### src/rtl/uart_transmitter.sv
// uart_transmitter: buffered UART transmit stage.
// Words enter a small FIFO through a valid/ready handshake and are serialised
// as start bit, WIDTH data bits (LSB first) and STOP_BITS stop bits.
//
// state | meaning
// IDLE  | line high, counters cleared, waiting for a buffered word
// START | driving the start bit (0)
// DATA  | driving shift register bit 0, one data bit per baud period
// STOP  | driving stop bit(s) (1); pops the next word without an idle gap
module uart_transmitter #(
   parameter int WIDTH        = 8,
   parameter int DEPTH        = 4,
   parameter int CLKS_PER_BIT = 16,
   parameter int STOP_BITS    = 1
) (
   input  logic                         clk,
   input  logic                         reset,
   input  logic [WIDTH-1:0]             tx_data,
   input  logic                         tx_valid,
   output logic                         tx_ready,
   output logic                         TXserial,
   output logic                         busy,
   output logic                         tx_done,
   output logic [$clog2(DEPTH+1)-1:0]   fifo_count
);

   localparam int PW = $clog2(DEPTH);
   localparam int CW = $clog2(DEPTH + 1);
   localparam int BW = (CLKS_PER_BIT > 1) ? $clog2(CLKS_PER_BIT) : 1;
   localparam int IW = (WIDTH > 1) ? $clog2(WIDTH) : 1;

   localparam logic [BW-1:0] BAUD_LAST = BW'(CLKS_PER_BIT - 1);
   localparam logic [IW-1:0] BIT_LAST  = IW'(WIDTH - 1);
   localparam logic          STOP_LAST = 1'(STOP_BITS - 1);
   localparam logic [CW-1:0] COUNT_FULL = CW'(DEPTH);

   localparam logic [1:0] IDLE  = 2'd0;
   localparam logic [1:0] START = 2'd1;
   localparam logic [1:0] DATA  = 2'd2;
   localparam logic [1:0] STOP  = 2'd3;

   logic [1:0]       state_q,  state_d;
   logic [BW-1:0]    baud_q,   baud_d;
   logic [IW-1:0]    bit_q,    bit_d;
   logic             stop_q,   stop_d;
   logic [WIDTH-1:0] shift_q,  shift_d;
   logic             tx_q,     tx_d;
   logic             done_q,   done_d;
   logic [PW-1:0]    wr_ptr_q, wr_ptr_d;
   logic [PW-1:0]    rd_ptr_q, rd_ptr_d;
   logic [CW-1:0]    count_q,  count_d;
   logic [WIDTH-1:0] mem_q [DEPTH];
   logic [WIDTH-1:0] mem_d [DEPTH];

   logic push;
   logic pop;
   logic baud_wrap;
   logic have_word;

   assign tx_ready   = (count_q != COUNT_FULL);
   assign push       = tx_valid && tx_ready;
   assign baud_wrap  = (baud_q == BAUD_LAST);
   assign have_word  = (count_q != '0);

   assign TXserial   = tx_q;
   assign busy       = (state_q != IDLE);
   assign tx_done    = done_q;
   assign fifo_count = count_q;

   // FIFO storage and pointer/occupancy bookkeeping.
   always_comb begin
      mem_d = mem_q;
      if (push) begin
         mem_d[wr_ptr_q] = tx_data;
      end
      wr_ptr_d = push ? wr_ptr_q + 1'b1 : wr_ptr_q;
      rd_ptr_d = pop  ? rd_ptr_q + 1'b1 : rd_ptr_q;
      case ({push, pop})
         2'b10:   count_d = count_q + 1'b1;
         2'b01:   count_d = count_q - 1'b1;
         default: count_d = count_q;
      endcase
   end

   // Framing FSM; the line value is computed for the next state so TXserial is a flop.
   always_comb begin
      state_d = state_q;
      baud_d  = baud_q;
      bit_d   = bit_q;
      stop_d  = stop_q;
      shift_d = shift_q;
      tx_d    = tx_q;
      done_d  = 1'b0;
      pop     = 1'b0;
      case (state_q)
         IDLE: begin
            tx_d   = 1'b1;
            baud_d = '0;
            bit_d  = '0;
            stop_d = 1'b0;
            if (have_word) begin
               pop     = 1'b1;
               shift_d = mem_q[rd_ptr_q];
               state_d = START;
               tx_d    = 1'b0;
            end
         end
         START: begin
            if (baud_wrap) begin
               baud_d  = '0;
               bit_d   = '0;
               state_d = DATA;
               tx_d    = shift_q[0];
            end else begin
               baud_d = baud_q + 1'b1;
            end
         end
         DATA: begin
            if (baud_wrap) begin
               baud_d  = '0;
               shift_d = shift_q >> 1;
               if (bit_q == BIT_LAST) begin
                  state_d = STOP;
                  stop_d  = 1'b0;
                  tx_d    = 1'b1;
               end else begin
                  bit_d = bit_q + 1'b1;
                  tx_d  = shift_d[0];
               end
            end else begin
               baud_d = baud_q + 1'b1;
            end
         end
         STOP: begin
            if (baud_wrap) begin
               baud_d = '0;
               if (stop_q == STOP_LAST) begin
                  done_d = 1'b1;
                  stop_d = 1'b0;
                  if (have_word) begin
                     // Chain straight into the next start bit.
                     pop     = 1'b1;
                     shift_d = mem_q[rd_ptr_q];
                     state_d = START;
                     tx_d    = 1'b0;
                  end else begin
                     state_d = IDLE;
                     tx_d    = 1'b1;
                  end
               end else begin
                  stop_d = stop_q + 1'b1;
               end
            end else begin
               baud_d = baud_q + 1'b1;
            end
         end
         default: begin
            state_d = IDLE;
            tx_d    = 1'b1;
         end
      endcase
   end

   // State registers; reset abandons any frame and discards buffered words.
   always_ff @(posedge clk or posedge reset) begin
      if (reset) begin
         state_q  <= IDLE;
         baud_q   <= '0;
         bit_q    <= '0;
         stop_q   <= 1'b0;
         shift_q  <= '0;
         tx_q     <= 1'b1;
         done_q   <= 1'b0;
         wr_ptr_q <= '0;
         rd_ptr_q <= '0;
         count_q  <= '0;
         mem_q    <= '{default: '0};
      end else begin
         state_q  <= state_d;
         baud_q   <= baud_d;
         bit_q    <= bit_d;
         stop_q   <= stop_d;
         shift_q  <= shift_d;
         tx_q     <= tx_d;
         done_q   <= done_d;
         wr_ptr_q <= wr_ptr_d;
         rd_ptr_q <= rd_ptr_d;
         count_q  <= count_d;
         mem_q    <= mem_d;
      end
   end

endmodule

### config.mk
export PLATFORM = sky130hd
export DESIGN_NAME = uart_transmitter
export DESIGN_NICKNAME = d
export VERILOG_FILES = /design/src/rtl/uart_transmitter.sv
export SDC_FILE = /design/constraint.sdc
export NUM_CORES = 1
export LEC_CHECK = 0
export CAP_MARGIN = 20
export CORE_MARGIN = 3
export CORE_UTILIZATION = 55
export CTS_BUF_LIST = sky130_fd_sc_hd__clkbuf_8
export CTS_CLUSTER_DIAMETER = 40
export DETAILED_ROUTE_END_ITERATION = 7
export PLACE_DENSITY = 0.78
export SYNTH_ARGS = -nofsm -noshare
export SYNTH_HDL_FRONTEND = slang
export SYNTH_SLANG_ARGS = --single-unit
### constraint.sdc
create_clock -name clk -period 2.2 [get_ports clk]
set_input_delay 0.44 -clock clk [delete_from_list [all_inputs] [get_ports clk]]
set_output_delay 0.44 -clock clk [all_outputs]
set_load 0.05 [all_outputs]
# ---- Word level (Yosys, flattened, before mapping)
# Cells that the tools add are included.
dict set report word_totals {
  register_bits 59
  input_bits 11
  output_inout_bits 7
  elab_cells 100
}
dict set report classes {
  add_sub_neg 7
  magnitude_cmp 3
  n_eq_ne 15
  n_mux 45
  n_bitwise 2
  n_reduce_logical 14
}
# operator count
set ops {}
lappend ops {{$mux W8} 7}
lappend ops {{$bwmux W32} 1}
lappend ops {{$pmux W8 S3} 1}
lappend ops {{$mux W1} 17}
lappend ops {{$bmux W8 S2} 1}
lappend ops {{$demux W8 S2} 1}
lappend ops {{$reduce_and A4 Y1} 4}
lappend ops {{$ne A2 B2 Y1 const B} 7}
lappend ops {{$mux W2} 6}
lappend ops {{$mux W3} 3}
lappend ops {{$pmux W3 S3} 1}
lappend ops {{$reduce_bool A3 Y1} 3}
lappend ops {{$pmux W2 S4} 1}
lappend ops {{$pmux W4 S2} 1}
lappend ops {{$add A3 B1 Y3 const B} 2}
lappend ops {{$eq A2 B2 Y1 const B} 3}
lappend ops {{$ge A3 B3 Y1 const B} 2}
lappend ops {{$not A2 Y3} 2}
lappend ops {{$pmux W3 S2} 1}
lappend ops {{$reduce_and A6 Y1} 1}
lappend ops {{$add A2 B1 Y2 const B} 2}
lappend ops {{$add A4 B1 Y4 const B} 1}
lappend ops {{$eq A2 B1 Y1 const B} 2}
lappend ops {{$eq A4 B4 Y1 const B} 1}
lappend ops {{other kinds (13)} 15}

# ---- Longest topological paths before layout
dict set report logic_depth {
  ltp_word 8
  mapped_depth 10
  ltp_nobuf 10
}

# ---- Worst setup path before layout
# No wires, ideal clock.
dict set report synth_path {
  path_type {reg2reg}
  startpoint {register count_q[2], in the netlist fifo_count[2]}
  endpoint {register count_q[2], in the netlist fifo_count[2]}
  t_arrival_ns 2.271
  path_slack_ns -0.154
  stages_incl_launch_ff 9
  path_buffers 0
  period_less_slack_ns 2.354
  path_cell_list {dfrtp_1 nor3_1 nor3_1 ha_1 inv_1 fa_1 xor2_1 nor2_1 xor2_1}
}
dict set report synth_between {
  elab_chain_cells 7
  word_cells_on_any_way 13
  classes_between {2 x add/sub; 3 x eq/ne; 5 x mux; 3 x reduce/logical}
}
# element line
set synth_lines {}
lappend synth_lines {{start, declared} 51} ;# logic [CW-1:0] count_q, count_d;
lappend synth_lines {{start signal, assigned} 188} ;# count_q <= count_d;
lappend synth_lines {{$reduce_bool A3 Y1 (*)} 63} ;# assign have_word = (count_q != '0);
lappend synth_lines {{$mux W1 (*)} {101, 140}}
lappend synth_lines {{$mux W1} 137} ;# if (stop_q == STOP_LAST) begin
lappend synth_lines {{$mux W1} 135} ;# if (baud_wrap) begin
lappend synth_lines {{$pmux W1 S2 (*)} 95} ;# case (state_q)
lappend synth_lines {{named net pop} 56} ;# logic pop;
lappend synth_lines {{$eq A2 B1 Y1 or $eq A2 B2 Y1 (tied branches)} 78} ;# case ({push, pop})
lappend synth_lines {{$pmux W3 S2 or $reduce_bool A2 Y1 (tied branches)} n/a}
# Mark *: on every way through the listed nets, which the timed path passes. The rest lies on a longest branch.
# A chain may end at the register's enable or synchronous reset.

# ---- Final worst setup path
dict set report layout_path {
  startpoint {register tx_q, in the netlist TXserial}
  endpoint {output port TXserial}
}
# element line
set layout_rtl {}
lappend layout_rtl {{start, declared} 47} ;# logic tx_q, tx_d;
lappend layout_rtl {{start signal, assigned} 184} ;# tx_q <= tx_d;
lappend layout_rtl {{end, declared} 21} ;# output logic TXserial,
# No word-level cell between the ends.

==> run_results.csv <==
group,metric,value,unit
timing,tightest_slew,0.573,ns
clock_tree,cts_buffer_depth,2,
cells_and_area,synthesis_to_layout_area_growth,21.7,%
synth,synth.top_cells.by_count,"dfrtp_1 (57), mux2_2 (33), nand2_1 (15), ha_1 (14), nor2_1 (13)",
timing,timing.final.hold_violations,0,
cells_and_area,post_layout_nonfiller_instances,325,
clock_tree,clk_transition_reported_paths,0.07,ns
critical_path,slowest_stage,"clkdlybuf4s50_1",
clock_tree,clock-root-buffer,"clkbuf_8",
drt,post_dr_vias_cell,5.31,
drt,postRouteWirelength,4980,um
clock_tree,cts_hold_repair.buffers,0,
synth,synth_cells,211,
synth,syn_area,2770,um2
global_route,grt_start_max_net_pins,59,
synth,ys_ff_latch,58,
pwr,cellPowerDensity,1660,nW/um2
synth,synth_fp_nets,237,
synth,synth_compound_gate_area_share,6.64,%
pwr,worst_ir_drop_vdd,903,uV
place,hpwl,3300,um
timing,fin_ws,0.0982,ns
pwr,p_sw,2.05,mW
synth,synth_enable_flop_cells,0,
clock_tree,clock_latency,0.34,ns
floorplan,chipWidth,77.0,um
timing,timing.final.crit_period,2.10,ns
cells_and_area,n_fill_cell,341,
drt,drtAntennaViolNets,0,
critical_path,critical_path.top_delay_family,"buffers and inverters",
drt,drt_drc_violations_left,0,
synth,synth-xor-area-share,2.21,%
pwr,power.combinational.fraction,48.0,%
drt,dr.first_iter.drc_count,82,
pwr,power_frac_clock,16.6,%
hold_path,worst_hold_path_type,"in -> async",
pwr,switching_share,36.6,%
drt,route.vias.total,1725,
clock_tree,cts_tree,"done",
timing,fmaxAchievable,476,MHz
cells_and_area,area_used_by_multi_input_combinational_logic,1280,um2
cells_and_area,antenna_diode_count,0,
cells_and_area,fin_nets,279,
place,gpl.final_weighted_congestion,0.738,
clock_tree,ctsHtreeMaxLevel,3,
pwr,intPower,3.55,mW
floorplan,die_area,5930,um2
place,numPortBuffers,17,
place,placed_cells,305,
floorplan,die-height,77.0,um
clock_tree,number_of_cts_inserted_buffers,9,
cells_and_area,final_layout_size_suffix_gt1_share,35.7,%
timing,post-route-period-util,95.5,%
synth,synthesized_area_fraction_occupied_by_adder_cells,7.04,%
global_route,total_routing_resource_utilization_after_global_routing,18.7,%
global_route,antenna_found_initial,0,
floorplan,coreArea,4790,um2
global_route,grt_pass1_wl,8340,um
timing,hold_slack,0.475,ns
flow_run,drv_cap,0,
critical_path,worstSetupEndpointType,"primary output",
timing,timing.setup.tns,0,ns
cells_and_area,postLayoutCellArea,3370,um2
synth,avgSynthCellArea,13.1,um2
synth,synth_top_area_cell,"dfrtp_1",
synth,synth_cell_type_count,36,
critical_path,path_max_fanout,2,
floorplan,placement_rows,25,
status,outcome,"finished clean",
synth,dominantRegCellSynth,"dfrtp_1",
timing,finalSetupViolCount,0,
synth,synth.yosys.warnings,0,
global_route,sum_of_overflow_across_all_layers_after_global_routing,0,
synth,synth_most_common_cell,"dfrtp_1",
global_route,grt_pass1_vias,1791,
critical_path,path_buf_inv,1,
timing,clock_skew,0.00934,ns
critical_path,worstPathCellList,"clkdlybuf4s50_1",
drt,firstDrtPassIters,5,
synth,seq_area_frac_synth,52.4,%
place,postPlaceCellArea,3120,um2
place,post-place-ws,-0.000447,ns
critical_path,critical_path_class,"reg -> out",
synth,synth.mux.area_fraction,22.8,%
timing,timing.final.max_slew_violations,0,
floorplan,starting_density_of_the_core,57.9,%
cells_and_area,final-seq-area,1460,um2
synth,synth.top_cells.by_area,"dfrtp_1 (51%), mux2_2 (13%), mux4_2 (6.5%)",
critical_path,worst_ep_required_time,1.76,ns
drt,routedWlPerCell,15.3,um
synth,main_combinational_cell_family_by_area_after_synthesis,"multiplexers",
synth,area_share_of_and_or_nand_nor_cells_after_synthesis,6.37,%
synth,netlist.area_leader.share,51.5,%
synth,share_of_flip_flops_with_an_asynchronous_set_or_reset_after_synthesis,100,%
critical_path,startpoint_type,"flip-flop",
pwr,p_leak,1.53,nW
critical_path,cp_slowest_stage_delay,0.79,ns
floorplan,boundaryPins,18,
timing,slew_headroom,61.4,%
critical_path,data_arrival_time_at_the_worst_slack_endpoint,1.66,ns
clock_tree,clkSinkCount,58,
pwr,seqPwrFrac,35.4,%
==> through the flow <==
| stage | util [%] | power (mW) |
|---|---|---|
| 2_1_floorplan | - | 3.83 |
| 3_3_place_gp | 65.3 | 4.44 |
| 3_5_place_dp | 65.3 | 4.55 |
| 4_1_cts | 69.6 | 5.55 |
| 5_1_grt | 70.5 | 6.01 |
| 6_report | 70.5 | 5.60 |
==> final timing paths <==
kind	start	end	slack, ns	cells past startpoint
max in group asynchronous	reset	TXserial$_DFFE_PP1P_	1.43	3
min in group clk	bit_q[2]$_DFFE_PP0P_	bit_q[2]$_DFFE_PP0P_	0.49	2
max reg2reg	state_q[0]$_DFFE_PP0P_	fifo_count[2]$_DFFE_PP0P_	0.1	9
min	reset	mem_q[24]$_DFFE_PP0P_	0.47	3
max	TXserial$_DFFE_PP1P_	TXserial	0.1	1
min reg2reg	bit_q[2]$_DFFE_PP0P_	bit_q[2]$_DFFE_PP0P_	0.49	2
==> placed cells by master (no fill, tap or decap), types with 2 or more instances in the layout <==
cell,synthesis,routed
mux2_2,33,33
a21oi_1,8,8
clkinv_2,0,4
nor3_1,3,2
inv_1,11,9
nor2_1,13,13
clkdlybuf4s50_1,0,15
xor2_1,3,3
a31oi_1,3,3
dfrtp_1,57,54
xnor2_1,4,4
mux2i_1,8,8
buf_4,0,18
nand2_1,15,15
o21ai_0,7,7
ha_1,14,12
mux4_2,8,8
inv_2,1,4
clkbuf_8,0,9
nor2b_1,2,2
dfrtp_2,0,3
==> power by group through the flow <==
stage                     Combinational, mW  Sequential, mW  Clock, mW
after floorplan                        1.85            1.98          0
after global placement                 2.47            1.97          0
after CTS                              2.61            1.98      0.952
final                                  2.69            1.98      0.929
after global routing                   2.95            2.06       1.00
after detailed placement               2.56            2.00          0
==> timing repair <==
item / CTS / global route
resized for setup: 3 / 6
pin swaps: 2 / 4
endpoints found under the setup margin: 1 / 2
buffers inserted: 2 / 2
==> registers in the layout, indices dropped and copies added (netlist names), 2 cells and up <==
signal / cells
shift_q: 8
bit_q: 3
rd_ptr_q: 2
wr_ptr_q: 2
fifo_count: 3
baud_q: 4
state_q: 2
mem_q: 32
==> layout make-up <==
| type | count | area share, % |
|---|---|---|
| tap | 67 | 2.49 |
| timing repair buffer | 35 | 9.42 |
| clock buffer | 9 | 3.67 |
| multi-input combinational | 137 | 38.1 |
| inverter | 12 | 1.34 |
| sequential | 58 | 43.2 |
| clock inverter | 7 | 1.82 |
==> cells by family (layout without fill, tap and decap cells) <==
kind of cell | Yosys count | in the layout
AOI/OAI and AO/OA | 26 | 26
xor gates and xnor gates | 7 | 7
adders and majority gates | 15 | 15
buffers and inverters | 16 | 63
DFF | 58 | 58
muxes | 49 | 49
and+or+nand+nor | 40 | 40
==> per-layer routing <==
metal	routed length, um	vias to the layer above	global-route usage [%]
li1	-	837	-
met1	2340	855	23.8
met2	2420	27	28.9
met3	169	6	5.63
met4	48	0	9.96
met5	0	-	0
No activity file was read; power rests on OpenSTA's default activity.
